**config.mk**
```make
export PLATFORM = sky130hd
export DESIGN_NAME = store_unit
export DESIGN_NICKNAME = d
export VERILOG_FILES = /design/src/rtl/store_pkg.sv /design/src/rtl/store_fifo.sv /design/src/rtl/store_unit.sv
export SDC_FILE = /design/constraint.sdc
export NUM_CORES = 1
export LEC_CHECK = 0
export CORE_UTILIZATION = 46
export CTS_CLUSTER_SIZE = 40
export DETAILED_ROUTE_END_ITERATION = 7
export PLACE_DENSITY = 0.7
export SLEW_MARGIN = 0
export SYNTH_ARGS = -nofsm -noshare
export SYNTH_HDL_FRONTEND = slang
export SYNTH_HIERARCHICAL = 1
export SYNTH_SLANG_ARGS = --single-unit
export TNS_END_PERCENT = 100
```
**constraint.sdc**
```tcl
create_clock -name clk -period 4.2 [get_ports clk]
set_clock_uncertainty 0.2 [all_clocks]
set_input_delay 0.63 -clock clk [delete_from_list [all_inputs] [get_ports clk]]
set_output_delay 0.63 -clock clk [all_outputs]
set_load 0.02 [all_outputs]
```
**src/rtl/store_pkg.sv**
```systemverilog
// Shared types and lane helpers for the store unit and its FIFO.
package store_pkg;

  localparam logic [2:0] F3_SB = 3'b000;
  localparam logic [2:0] F3_SH = 3'b001;
  localparam logic [2:0] F3_SW = 3'b010;
  localparam logic [2:0] F3_SD = 3'b011;

  typedef enum logic [1:0] {
    IDLE,
    BEAT0,
    BEAT1
  } state_e;

  // Position and log2 size of a store inside its word.
  typedef struct packed {
    logic [2:0] off;
    logic [1:0] lsize;
  } store_meta_t;

  // Byte span over two adjacent words: low NB bits are beat0, next NB bits are beat1.
  function automatic logic [15:0] span_mask(input logic [2:0] off, input logic [1:0] lsize);
    logic [15:0] ones;
    ones = (16'd1 << (5'd1 << lsize)) - 16'd1;
    return ones << off;
  endfunction

  // True when the store runs past the end of an NB-byte word.
  function automatic logic needs_split(input logic [2:0] off, input logic [1:0] lsize,
                                       input int unsigned nb);
    return (32'(off) + (32'd1 << lsize)) > nb;
  endfunction

  // Widen a per-byte mask into a per-bit mask.
  function automatic logic [63:0] lane_expand(input logic [7:0] m);
    logic [63:0] e;
    e = '0;
    for (int unsigned i = 0; i < 8; i++) begin
      e[8*i +: 8] = {8{m[i]}};
    end
    return e;
  endfunction

endpackage

```
**src/rtl/store_fifo.sv**
```systemverilog
// Synchronous FIFO holding pending stores; dout always shows the head entry.
module store_fifo #(
  parameter int unsigned WIDTH = 8,
  parameter int unsigned DEPTH = 4
) (
  input  logic                         clk,
  input  logic                         rst,
  input  logic                         push,
  input  logic                         pop,
  input  logic [WIDTH-1:0]             din,
  output logic [WIDTH-1:0]             dout,
  output logic                         full,
  output logic                         empty,
  output logic [$clog2(DEPTH+1)-1:0]   count
);

  localparam int unsigned PW = $clog2(DEPTH);
  localparam int unsigned CW = $clog2(DEPTH + 1);

  logic [WIDTH-1:0] mem_q [DEPTH];
  logic [PW-1:0]    wr_ptr_q, wr_ptr_d;
  logic [PW-1:0]    rd_ptr_q, rd_ptr_d;
  logic [CW-1:0]    count_q, count_d;
  logic             do_push, do_pop;

  assign full  = (count_q == CW'(DEPTH));
  assign empty = (count_q == '0);
  assign count = count_q;
  assign dout  = mem_q[rd_ptr_q];

  // Next pointer and occupancy; pointers wrap naturally since DEPTH is a power of two.
  always_comb begin
    do_push  = push && !full;
    do_pop   = pop && !empty;
    wr_ptr_d = wr_ptr_q;
    rd_ptr_d = rd_ptr_q;
    count_d  = count_q;
    if (do_push) wr_ptr_d = wr_ptr_q + PW'(1);
    if (do_pop)  rd_ptr_d = rd_ptr_q + PW'(1);
    if (do_push && !do_pop)      count_d = count_q + CW'(1);
    else if (!do_push && do_pop) count_d = count_q - CW'(1);
  end

  // Pointer and count registers.
  always_ff @(posedge clk) begin
    if (rst) begin
      wr_ptr_q <= '0;
      rd_ptr_q <= '0;
      count_q  <= '0;
    end else begin
      wr_ptr_q <= wr_ptr_d;
      rd_ptr_q <= rd_ptr_d;
      count_q  <= count_d;
    end
  end

  // Storage array; contents need no reset.
  always_ff @(posedge clk) begin
    if (do_push) mem_q[wr_ptr_q] <= din;
  end

endmodule

```
**src/rtl/store_unit.sv**
```systemverilog
// Buffered store formatter: queues MEM-stage stores and drains them as byte-lane beats.
module store_unit
  import store_pkg::*;
#(
  parameter int unsigned XLEN           = 32,
  parameter int unsigned AW             = 32,
  parameter int unsigned DEPTH          = 4,
  parameter bit          MISALIGN_SPLIT = 1'b1
) (
  input  logic                clk,
  input  logic                rst,
  input  logic                req_valid,
  output logic                req_ready,
  input  logic [2:0]          req_funct3,
  input  logic [AW-1:0]       req_addr,
  input  logic [XLEN-1:0]     req_data,
  output logic                err,
  output logic                dm_valid,
  input  logic                dm_ready,
  output logic [AW-1:0]       dm_addr,
  output logic [XLEN/8-1:0]   dm_web,
  output logic [XLEN-1:0]     dm_wdata,
  output logic                idle
);

  localparam int unsigned NB   = XLEN / 8;
  localparam int unsigned OFFW = $clog2(NB);
  localparam int unsigned CW   = $clog2(DEPTH + 1);

  typedef struct packed {
    logic [AW-1:0]   addr;
    store_meta_t     meta;
    logic [XLEN-1:0] data;
  } entry_t;

  entry_t            new_entry, head;
  logic              push, pop, full, empty;
  logic [CW-1:0]     count;
  logic              accept, illegal, req_split, split, hi;
  logic [NB-1:0]     beat_mask;
  logic [2*XLEN-1:0] wide_data;
  logic [XLEN-1:0]   beat_data;
  state_e            state_q, state_d;
  logic              err_q, err_d;

  assign req_ready = !full;
  assign err       = err_q;
  assign idle      = (count == '0) && (state_q == IDLE);

  // Classify the incoming request and pack a word-aligned queue entry.
  always_comb begin
    new_entry            = '0;
    new_entry.addr       = {req_addr[AW-1:OFFW], {OFFW{1'b0}}};
    new_entry.meta.off   = 3'(req_addr[OFFW-1:0]);
    new_entry.meta.lsize = req_funct3[1:0];
    new_entry.data       = req_data;
    req_split = needs_split(new_entry.meta.off, new_entry.meta.lsize, NB);
    illegal   = req_funct3[2] || ((XLEN == 32) && (req_funct3 == F3_SD)) ||
                (!MISALIGN_SPLIT && req_split);
    accept    = req_valid && req_ready;
    push      = accept && !illegal;
    err_d     = accept && illegal;
  end

  store_fifo #(
    .WIDTH ($bits(entry_t)),
    .DEPTH (DEPTH)
  ) u_fifo (
    .clk   (clk),
    .rst   (rst),
    .push  (push),
    .pop   (pop),
    .din   (new_entry),
    .dout  (head),
    .full  (full),
    .empty (empty),
    .count (count)
  );

  // Format the head entry; the data is shifted into a double-width window so BEAT1
  // simply takes the upper word of the same span.
  always_comb begin
    hi        = (state_q == BEAT1);
    split     = needs_split(head.meta.off, head.meta.lsize, NB);
    wide_data = {{XLEN{1'b0}}, head.data} << {head.meta.off, 3'b000};
    beat_mask = NB'(span_mask(head.meta.off, head.meta.lsize) >> (hi ? NB : 0));
    beat_data = XLEN'(wide_data >> (hi ? XLEN : 0));
    dm_valid  = (state_q != IDLE);
    dm_addr   = '0;
    dm_web    = '1;
    dm_wdata  = '0;
    if (dm_valid) begin
      dm_addr  = hi ? (head.addr + AW'(NB)) : head.addr;
      dm_web   = ~beat_mask;
      dm_wdata = beat_data & XLEN'(lane_expand(8'(beat_mask)));
    end
  end

  // Drain sequencing: one or two beats per entry, popping after the last beat.
  always_comb begin
    state_d = state_q;
    pop     = 1'b0;
    unique case (state_q)
      IDLE: begin
        if (!empty) state_d = BEAT0;
      end
      BEAT0: begin
        if (dm_ready) begin
          if (split) begin
            state_d = BEAT1;
          end else begin
            pop     = 1'b1;
            state_d = (count > CW'(1)) ? BEAT0 : IDLE;
          end
        end
      end
      BEAT1: begin
        if (dm_ready) begin
          pop     = 1'b1;
          state_d = (count > CW'(1)) ? BEAT0 : IDLE;
        end
      end
      default: state_d = IDLE;
    endcase
  end

  // State and error-pulse registers.
  always_ff @(posedge clk) begin
    if (rst) begin
      state_q <= IDLE;
      err_q   <= 1'b0;
    end else begin
      state_q <= state_d;
      err_q   <= err_d;
    end
  end

endmodule

```
==> metrics.yaml, run 1 <==
max_freq_mhz: 242.8
synthXorXnorAreaFrac_pct: 1.237
diodes: 0
drt-vias-per-instance: 5.566
worstPathArrival_ps: 3290
synth_top_family_by_area: "multiplexers"
die_h_um: 168.5
wl_per_cell_um: 20.81
gp_congestion: 0.8246
ctsHoldBuffers: 0
hold_viol: 0
dp.cells: 1272
cts_max_level: 1
firstDrtPassIters: 5
critPathLaunchType: "flip-flop"
portBuffers: 142
final_util_pct: 58.99
initial_core_util_pct: 47.03
gr-usage-all-layers_pct: 19.74
synthSimpleGateAreaFrac_pct: 7.186
avgSynthCellArea_um2: 16.79
route.detailed.drc: 0
core_area_um2: 27100
overflow: 0
outcome: "finished clean"
drive_gt1_share_pct: 20.37
n_fill_cell: 2050
rsz0062_at_grt: "true"
dieArea_um2: 28380
dieWidth_um: 168.5
hpwl_um: 18610
maxCapViolations: 0
async_flop_share_pct: 0
hold_depth: 2
yosys_warnings: 6
wirelength_um: 27860
insertion_delay_ps: 550
ys_seq_area_share_pct: 66.91
yosys.area_share.adder_pct: 1.590
synthMuxAreaShare_pct: 14.67
final_cell_mix: "276 x edfxtp_1, 98 x clkdlybuf4s50_1, 69 x mux4_2"
ant_nets: 0
p_leak_nw: 5.530
endpoint_kind: "output pin"
tritoncts: "yes"
synth_edf_count: 276
total_power_mw: 6.571
ys_ff_latch: 288
pwr_density_cell_nw_per_um2: 411.1
fin_crit_sh_pct: 98.05
clkTransAtPathRegs_ps: 60
synth_cell_types: 55
cts-root-buf: "clkbuf_16"
clock_sinks: 288
reg2reg_depth: 16
critPathMaxFanout: 33
final_common_cell: "edfxtp_1"
io_pins: 143
clockBufferDepth: 3
yosys.area.top_type_share_pct: 65.02
grt_pass1_wl_um: 42640
synth_ff_type: "edfxtp_1"
antenna_found_initial: 1
synth_area_leaders: "edfxtp_1 65%, mux4_2 12%, mux2i_1 2.1%"
area_delta_synth_final_pct: 25.42
vias: 7453
synth_top_area_cell: "edfxtp_1"
numCtsBuffers: 30
layout.cells.non_filler: 1339
grt_max_degree: 35
min_path_type: "flip-flop to flip-flop"
nets: 1030
fin_crit_ps: 4118
crit_required_ps: 3370
setup_viol: 0
synth-compound-area-share_pct: 5.811
row_count: 60
irDropWorstVdd_mv: 0.3738
path_class: "flip-flop to output pin"
drv_slew: 0
syn_area_um2: 12750
synthCells: 759
drt_iter0_markers: 513
grt_pass1_vias: 7518
## cells in the mapped netlist, types with 14 or more instances
library cell and number:
a21oi_1 17, a22oi_1 16, and2_1 14, buf_2 14, clkbuf_1 19, edfxtp_1 276
inv_1 18, mux2i_1 27, mux4_2 69, nand2_1 24, nor2_1 48, nor3_1 14
o21ai_0 17
## power by group
| part | switching, mW | internal [mW] | leakage [nW] |
|---|---|---|---|
| registers | 0.0225 | 3.21 | 2.60 |
| clock network | 1.04 | 1.49 | 0.457 |
| logic | 0.460 | 0.349 | 2.48 |
| total | 1.52 | 5.05 | 5.53 |
## sequential cells by signal (all words and copies together), names as in the netlist, named ones only
name,count
u_fifo/count,3
u_fifo/wr_ptr_q,2
u_fifo/rd_ptr_q,2
err,1
u_fifo/mem_q,276
state_q,2
## kinds of logic after synthesis
group,after synthesis
simple gates,170
other cells,1
flops,288
buf+inv,63
xor+xnor,18
compound gates,104
mux,100
fa+ha+maj,15
## worst max-delay path, stage by stage, from the launching register on
cell and delay (ps):
dfxtp_4 430, buf_16 230, mux4_2 580, buf_6 210, nand3_1 140, o2111ai_4 130
buf_12 170, nor2_1 190, clkdlybuf4s50_1 640
## final timing paths
check	end	startpoint	slack (ps)
hold reg to reg	u_fifo/wr_ptr_q[1]$_SDFFE_PP0P_	u_fifo/wr_ptr_q[1]$_SDFFE_PP0P_	320
hold / removal	u_fifo/wr_ptr_q[1]$_SDFFE_PP0P_	u_fifo/wr_ptr_q[1]$_SDFFE_PP0P_	320
setup reg to reg	u_fifo/count[2]$_SDFFE_PP0P_	flip-flop	200
setup / recovery	dm_wdata[17]	flip-flop	80
## cell type report
| class | instances | area (um2) | area share [%] |
|---|---|---|---|
| flip-flops and latches | 288 | 8533 | 53.38 |
| well taps | 372 | 465.4 | 2.911 |
| repair buffers | 187 | 1951 | 12.20 |
| multi-input cells | 419 | 4016 | 25.12 |
| inverters | 18 | 67.56 | 0.4226 |
| clock inverters | 20 | 183.9 | 1.151 |
| clock buffers | 35 | 769.5 | 4.813 |
## stage by stage
step           setup slack (ps)  setup TNS [ps]  area (um2)  hold slack [ps]
6_report                  82.10               0       15990            317.5
3_3_place_gp              278.6               0       14780            300.2
4_1_cts                  0.8791               0       15860            320.9
3_5_place_dp              190.9               0       14780            312.8
2_1_floorplan             1.783               0       12790            281.8
5_1_grt                  -83.50          -741.5       15990            346.0
## repair_timing
item / in CTS / in global routing
pin swaps: 4 / 2
gates cloned: 1 / 0
endpoints found under the setup margin: 53 / 38
resized for setup: 39 / 42
endpoints found under the hold margin: 0 / 0
buffers inserted: 6 / 5
## per-layer routing
layer	vias to the layer above	part of all wire [%]	track usage, %
met5	-	0.061	0
met4	2	2.1	5.217
met3	48	5.0	3.460
met2	191	49	32.76
met1	3781	44	27.10
li1	3431	-	-
No activity file was read; power rests on OpenSTA's default activity.
==> inputs of run 2 (changes only) <==
--- a/config.mk
+++ b/config.mk
@@ -5,6 +5,8 @@
 export SDC_FILE = /design/constraint.sdc
 export NUM_CORES = 1
 export LEC_CHECK = 0
+export CAP_MARGIN = 20
+export CORE_ASPECT_RATIO = 1.25
 export CORE_UTILIZATION = 46
 export CTS_CLUSTER_SIZE = 40
 export DETAILED_ROUTE_END_ITERATION = 7
==> run 2 against run 1 <==
Clock power is 7% lower. Cell count is 2.9% lower. Total power is 2.9% lower. Non-clock buffer count is 5 lower. Global-route usage hardly changed.
==> metrics.yaml, run 2 (synthesis results as in run 1) <==
io_pins: 143  # unchanged
final_cell_mix: "276 x edfxtp_1, 102 x clkdlybuf4s50_1, 69 x mux4_2"
pwr_density_cell_nw_per_um2: 406.0  # -1.2%
n_fill_cell: 2074  # +1.2%
fin_crit_sh_pct: 97.65  # -0.40 points
largest_reg_flops: 276  # unchanged
worstPathArrival_ps: 3270  # -20 ps
grt_pass1_wl_um: 42190  # -1.1%
finalSetupTns_ps: 0  # unchanged
placed_area_um2: 14710  # -0.47%
setup_viol: 0  # unchanged
area_delta_synth_final_pct: 23.34
irDropWorstVdd_mv: 0.3526  # -5.7%
min_path_type: "flip-flop to flip-flop"
antenna_found_initial: 1  # unchanged
rsz0062_at_grt: "true"
critPathLaunchType: "flip-flop"
core_area_um2: 26990  # -0.40%
clkTransAtPathRegs_ps: 60  # about the same
stdcell_area_um2: 15720  # -1.7%
tritoncts: "yes"
slew_headroom_pct: 59.16
nets: 1022  # -0.78%
drt-vias-per-instance: 5.745  # +3.2%
gp_congestion: 0.8574  # +4.0%
ff2ff_setup_slack_ps: 200  # about the same
grt_pass1_vias: 7513  # -0.067%
dp_slack_ps: 178.6  # -12.25 ps
firstDrtPassIters: 5  # unchanged
clockBufferDepth: 3  # unchanged
drv_slew: 0  # unchanged
ctsHoldBuffers: 0  # unchanged
grt_max_degree: 34  # -2.9%
drive_gt1_share_pct: 19.39  # -0.98 points
portBuffers: 142  # unchanged
fin_crit_ps: 4101  # -16.66 ps
route.detailed.drc: 0  # unchanged
critPathMaxFanout: 19  # -42%
cts-root-buf: "clkbuf_16"
row_count: 67  # +12%
maxCapViolations: 0  # unchanged
max_freq_mhz: 243.8  # +0.41%
numCtsBuffers: 27  # -10%
endpoint_kind: "output pin"
drt_iter0_markers: 501  # -2.3%
clock_sinks: 288  # unchanged
overflow: 0  # unchanged
hold_start: "u_fifo/rd_ptr_q[0]$_SDFFE_PP0P_"
cts_max_level: 1  # unchanged
total_power_mw: 6.384  # -2.9%
dp.cells: 1245  # -2.1%
wirelength_um: 27140  # -2.6%
dieArea_um2: 28380  # about the same
vias: 7468  # +0.20%
p_leak_nw: 5.456  # -1.3%
path_class: "flip-flop to output pin"
top_register: "u_fifo/mem_q"
hold_viol: 0  # unchanged
gr-usage-all-layers_pct: 19.79  # +0.042 points
insertion_delay_ps: 530  # -20 ps
initial_core_util_pct: 47.22  # +0.19 points
crit_required_ps: 3370  # about the same
tightest_slew_ps: 612.6
final_common_cell: "edfxtp_1"
dieWidth_um: 150.9  # -10%
outcome: "finished clean"
ant_nets: 0  # unchanged
die_h_um: 188.1  # +12%
wl_per_cell_um: 20.88  # +0.33%
layout.cells.non_filler: 1300  # -2.9%
fin_ws_ps: 98.76  # +16.66 ps
hpwl_um: 18630  # +0.16%
## run 2: metal layers
layer | share of wire (%) | routed length (um) | GRT usage [%]
met5 | 0 | 0 | 0
met4 | 3.1 | 847 | 6.962
met3 | 5.6 | 1510 | 3.017
met2 | 51 | 13900 | 33.33
met1 | 40 | 10880 | 25.93
## run 2: critical path, stage by stage, from the launching register on
cell             delay (ps)
dfxtp_4                 410
buf_4                   210
mux4_2                  540
buf_6                   200
buf_6                   190
mux2i_1                 140
and2_1                  160
a211oi_1                230
clkdlybuf4s50_1         650
## run 2: worst paths after layout
| kind | to | cells after the start |
|---|---|---|
| max | dm_wdata[30] | 8 |
| min reg2reg | u_fifo/rd_ptr_q[0]$_SDFFE_PP0P_ | 2 |
| min | u_fifo/rd_ptr_q[0]$_SDFFE_PP0P_ | 2 |
| max reg2reg | u_fifo/count[2]$_SDFFE_PP0P_ | 15 |
## run 2: final cells by class
class                           instances  area [um2]  area share, %
Sequential cell                       288        8536          54.29
Multi-Input combinational cell        419        3981          25.32
Timing Repair Buffer                  182        1844          11.73
Clock buffer                           31       690.7          4.393
Tap cell                              345       431.7          2.746
Clock inverter                         16       167.7          1.066
Inverter                               18       67.56         0.4298
Antenna cell                            1       2.502        0.01592
## run 2: metrics by stage
stage | util, % | hold WS [ps]
finish | 58.24 | 330.1
global route | 58.23 | 354.6
CTS | 57.84 | 331.5
detailed placement | 54.50 | 316.9
global placement | 54.50 | 299.3
floorplan | - | 281.8
## run 2: timing repair
action	in CTS	in global routing
setup endpoints to repair	43	38
resized for setup	31	32
pin swaps	4	1
setup buffers	4	3
## run 2: power by group
part           internal, mW  switching (mW)
Combinational         0.343           0.455
Sequential             3.21          0.0225
Clock                  1.36           0.988
Total                  4.92            1.47
==> inputs of run 3 (changes only) <==
--- a/config.mk
+++ b/config.mk
@@ -8,9 +8,10 @@
 export CAP_MARGIN = 20
 export CORE_ASPECT_RATIO = 1.25
 export CORE_UTILIZATION = 46
+export CTS_BUF_LIST = sky130_fd_sc_hd__clkbuf_16
 export CTS_CLUSTER_SIZE = 40
 export DETAILED_ROUTE_END_ITERATION = 7
-export PLACE_DENSITY = 0.7
+export PLACE_DENSITY = 0.67
 export SLEW_MARGIN = 0
 export SYNTH_ARGS = -nofsm -noshare
 export SYNTH_HDL_FRONTEND = slang
==> constraint.sdc (replaced) <==
create_clock -name clk -period 4.91 [get_ports clk]
set_clock_uncertainty 0.2 [all_clocks]
set_input_delay 0.7365 -clock clk [delete_from_list [all_inputs] [get_ports clk]]
set_output_delay 0.7365 -clock clk [all_outputs]
set_load 0.02 [all_outputs]
==> run 3 against run 2 <==
Register-to-register slack gained 330 ps. Sequential power shrank 14%. Worst setup slack better by 150 ps. Critical endpoint is now dm_addr[23]. Combinational power fell by 16%. Core utilization decreased by 0.088 points. Critical path type unchanged. Non-clock buffer count shrank 19. Worst hold slack worse by 7.5 ps. Final area down 0.15%. Via count shrank 1.7%. Clock power grew 5%. Total power shrank 7.4%.
==> metrics.yaml, run 3 (synthesis results as in run 1) <==
outcome: "finished clean"
overflow: 0  # unchanged
firstDrtPassIters: 4  # -1
min_path_type: "flip-flop to flip-flop"
fin_hold_ws_ps: 322.6  # -7.475 ps
gp_congestion: 0.8199  # -4.4%
n_fill_cell: 2096  # +1.1%
portBuffers: 142  # unchanged
final_util_pct: 58.15  # -0.088 points
endpoint_kind: "output pin"
dp.cells: 1232  # -1.0%
top_register: "u_fifo/mem_q"
clkTransAtPathRegs_ps: 60  # about the same
finalSetupTns_ps: 0  # unchanged
cts-root-buf: "clkbuf_16"
met1Wirelength_um: 11670  # +7.2%
multi_input_comb_area_um2: 3944  # -0.94%
ant_nets: 0  # unchanged
dr_wl_met3_um: 1121  # -26%
drive_gt1_share_pct: 16.84  # -2.5 points
max_freq_mhz: 214.4
setup_viol: 0  # unchanged
fin_ws_ps: 245.7  # +146.9 ps
clock_sinks: 288  # unchanged
cts_max_level: 1  # unchanged
crit_required_ps: 3970  # +600 ps
drv_slew: 0  # unchanged
layout.cells.non_filler: 1285  # -1.2%
dieWidth_um: 150.9  # unchanged
row_count: 67  # unchanged
io_pins: 143  # unchanged
worstPathArrival_ps: 3730  # +460 ps
fin_crit_ps: 4664
antenna_found_initial: 2  # +1
irDropWorstVdd_mv: 0.2424  # -31%
largest_reg_flops: 276  # unchanged
route.detailed.drc: 0  # unchanged
top_layer_used: "met4"
hold_depth: 2  # unchanged
reg2reg_depth: 17  # +2
met2WireLength_um: 14000  # +0.73%
slew_headroom_pct: 33.21  # -26 points
final_cell_mix: "276 x edfxtp_1, 142 x clkdlybuf4s50_1, 69 x mux4_2"
dieArea_um2: 28380  # unchanged
clockBufferDepth: 3  # unchanged
core_area_um2: 26990  # unchanged
vias: 7341  # -1.7%
seqCellArea_um2: 8536  # unchanged
rsz0062_at_grt: "false"
drt-vias-per-instance: 5.713  # -0.55%
pwr_density_cell_nw_per_um2: 376.5  # -7.3%
gr-usage-all-layers_pct: 19.88  # +0.091 points
dp_slack_ps: 569.3  # +390.7 ps
area_delta_synth_final_pct: 23.16
maxCapViolations: 0  # unchanged
hpwl_um: 18300  # -1.8%
initial_core_util_pct: 47.22  # unchanged
nets: 1004  # -1.8%
critPathMaxFanout: 12  # -7
tightest_slew_ps: 1002  # +389.2 ps
fin_crit_sh_pct: 95.00
critPathLaunchType: "flip-flop"
wirelength_um: 27570  # +1.6%
cts_resized: 0  # -100%
numCtsBuffers: 28  # +3.7%
hold_viol: 0  # unchanged
drt_iter0_markers: 432  # -14%
die_h_um: 188.1  # unchanged
path_class: "flip-flop to output pin"
final_common_cell: "edfxtp_1"
wl_per_cell_um: 21.46  # +2.8%
p_leak_nw: 5.007  # -8.2%
grt_pass1_vias: 7500  # -0.17%
grt_pass1_wl_um: 42120  # -0.16%
tritoncts: "yes"
grt_max_degree: 50  # +47%
insertion_delay_ps: 550  # +20 ps
-- run 3: changes by cell type in the layout (fill, tap and decap cells not counted), moves of 7 or more --
cell,change
bufinv_16,+7
clkdlybuf4s50_1,+40
dlymetal6s2s_1,-21
dlygate4sd2_1,-19
buf_4,-13
-- run 3: final cells by class --
type	instances	share of cell area (%)
flip-flops and latches	288	54.38
multi-input cells	419	25.12
repair buffers	163	10.43
clock buffers	28	4.464
well taps	345	2.750
clock inverters	22	2.399
inverters	18	0.4304
diodes	2	0.03188
-- run 3: layer usage --
layer / GRT usage, % / up-vias
li1: - / 3365
met1: 26.26 / 3748
met2: 33.96 / 176
met3: 2.311 / 52
met4: 6.615 / 0
met5: 0 / -
-- run 3: worst max-delay path, stage by stage, from the launching register on --
cell and delay, ps:
dfxtp_4 530, buf_4 310, buf_4 280, mux4_2 300, and2_1 170, nand4_1 300, or3_1 420, a21oi_1 210
clkdlybuf4s50_1 650
-- run 3: final timing paths --
kind	slack [ps]	to	start
max	250	dm_addr[23]	flip-flop
min	320	u_fifo/wr_ptr_q[1]$_SDFFE_PP0P_	u_fifo/wr_ptr_q[1]$_SDFFE_PP0P_
max reg2reg	530	u_fifo/count[2]$_SDFFE_PP0P_	flip-flop
min reg2reg	320	u_fifo/wr_ptr_q[1]$_SDFFE_PP0P_	u_fifo/wr_ptr_q[1]$_SDFFE_PP0P_
-- run 3: timing repair --
item | in CTS | in global routing
hold buffers | 0 | 0
setup buffers | 0 | 1
setup endpoints to repair | 0 | 13
-- run 3: through the flow --
step	power (mW)	area (um2)
2_1_floorplan	3.193	12790
3_3_place_gp	3.489	14590
3_5_place_dp	3.495	14590
4_1_cts	5.958	15670
5_1_grt	6.094	15700
6_report	5.910	15700
-- run 3: power by group --
part           internal [mW]  leakage [nW]  switching, mW  total (mW)
combinational          0.290          1.87          0.383       0.673
clock                   1.57         0.536          0.903        2.47
sequential              2.75          2.60         0.0190        2.77
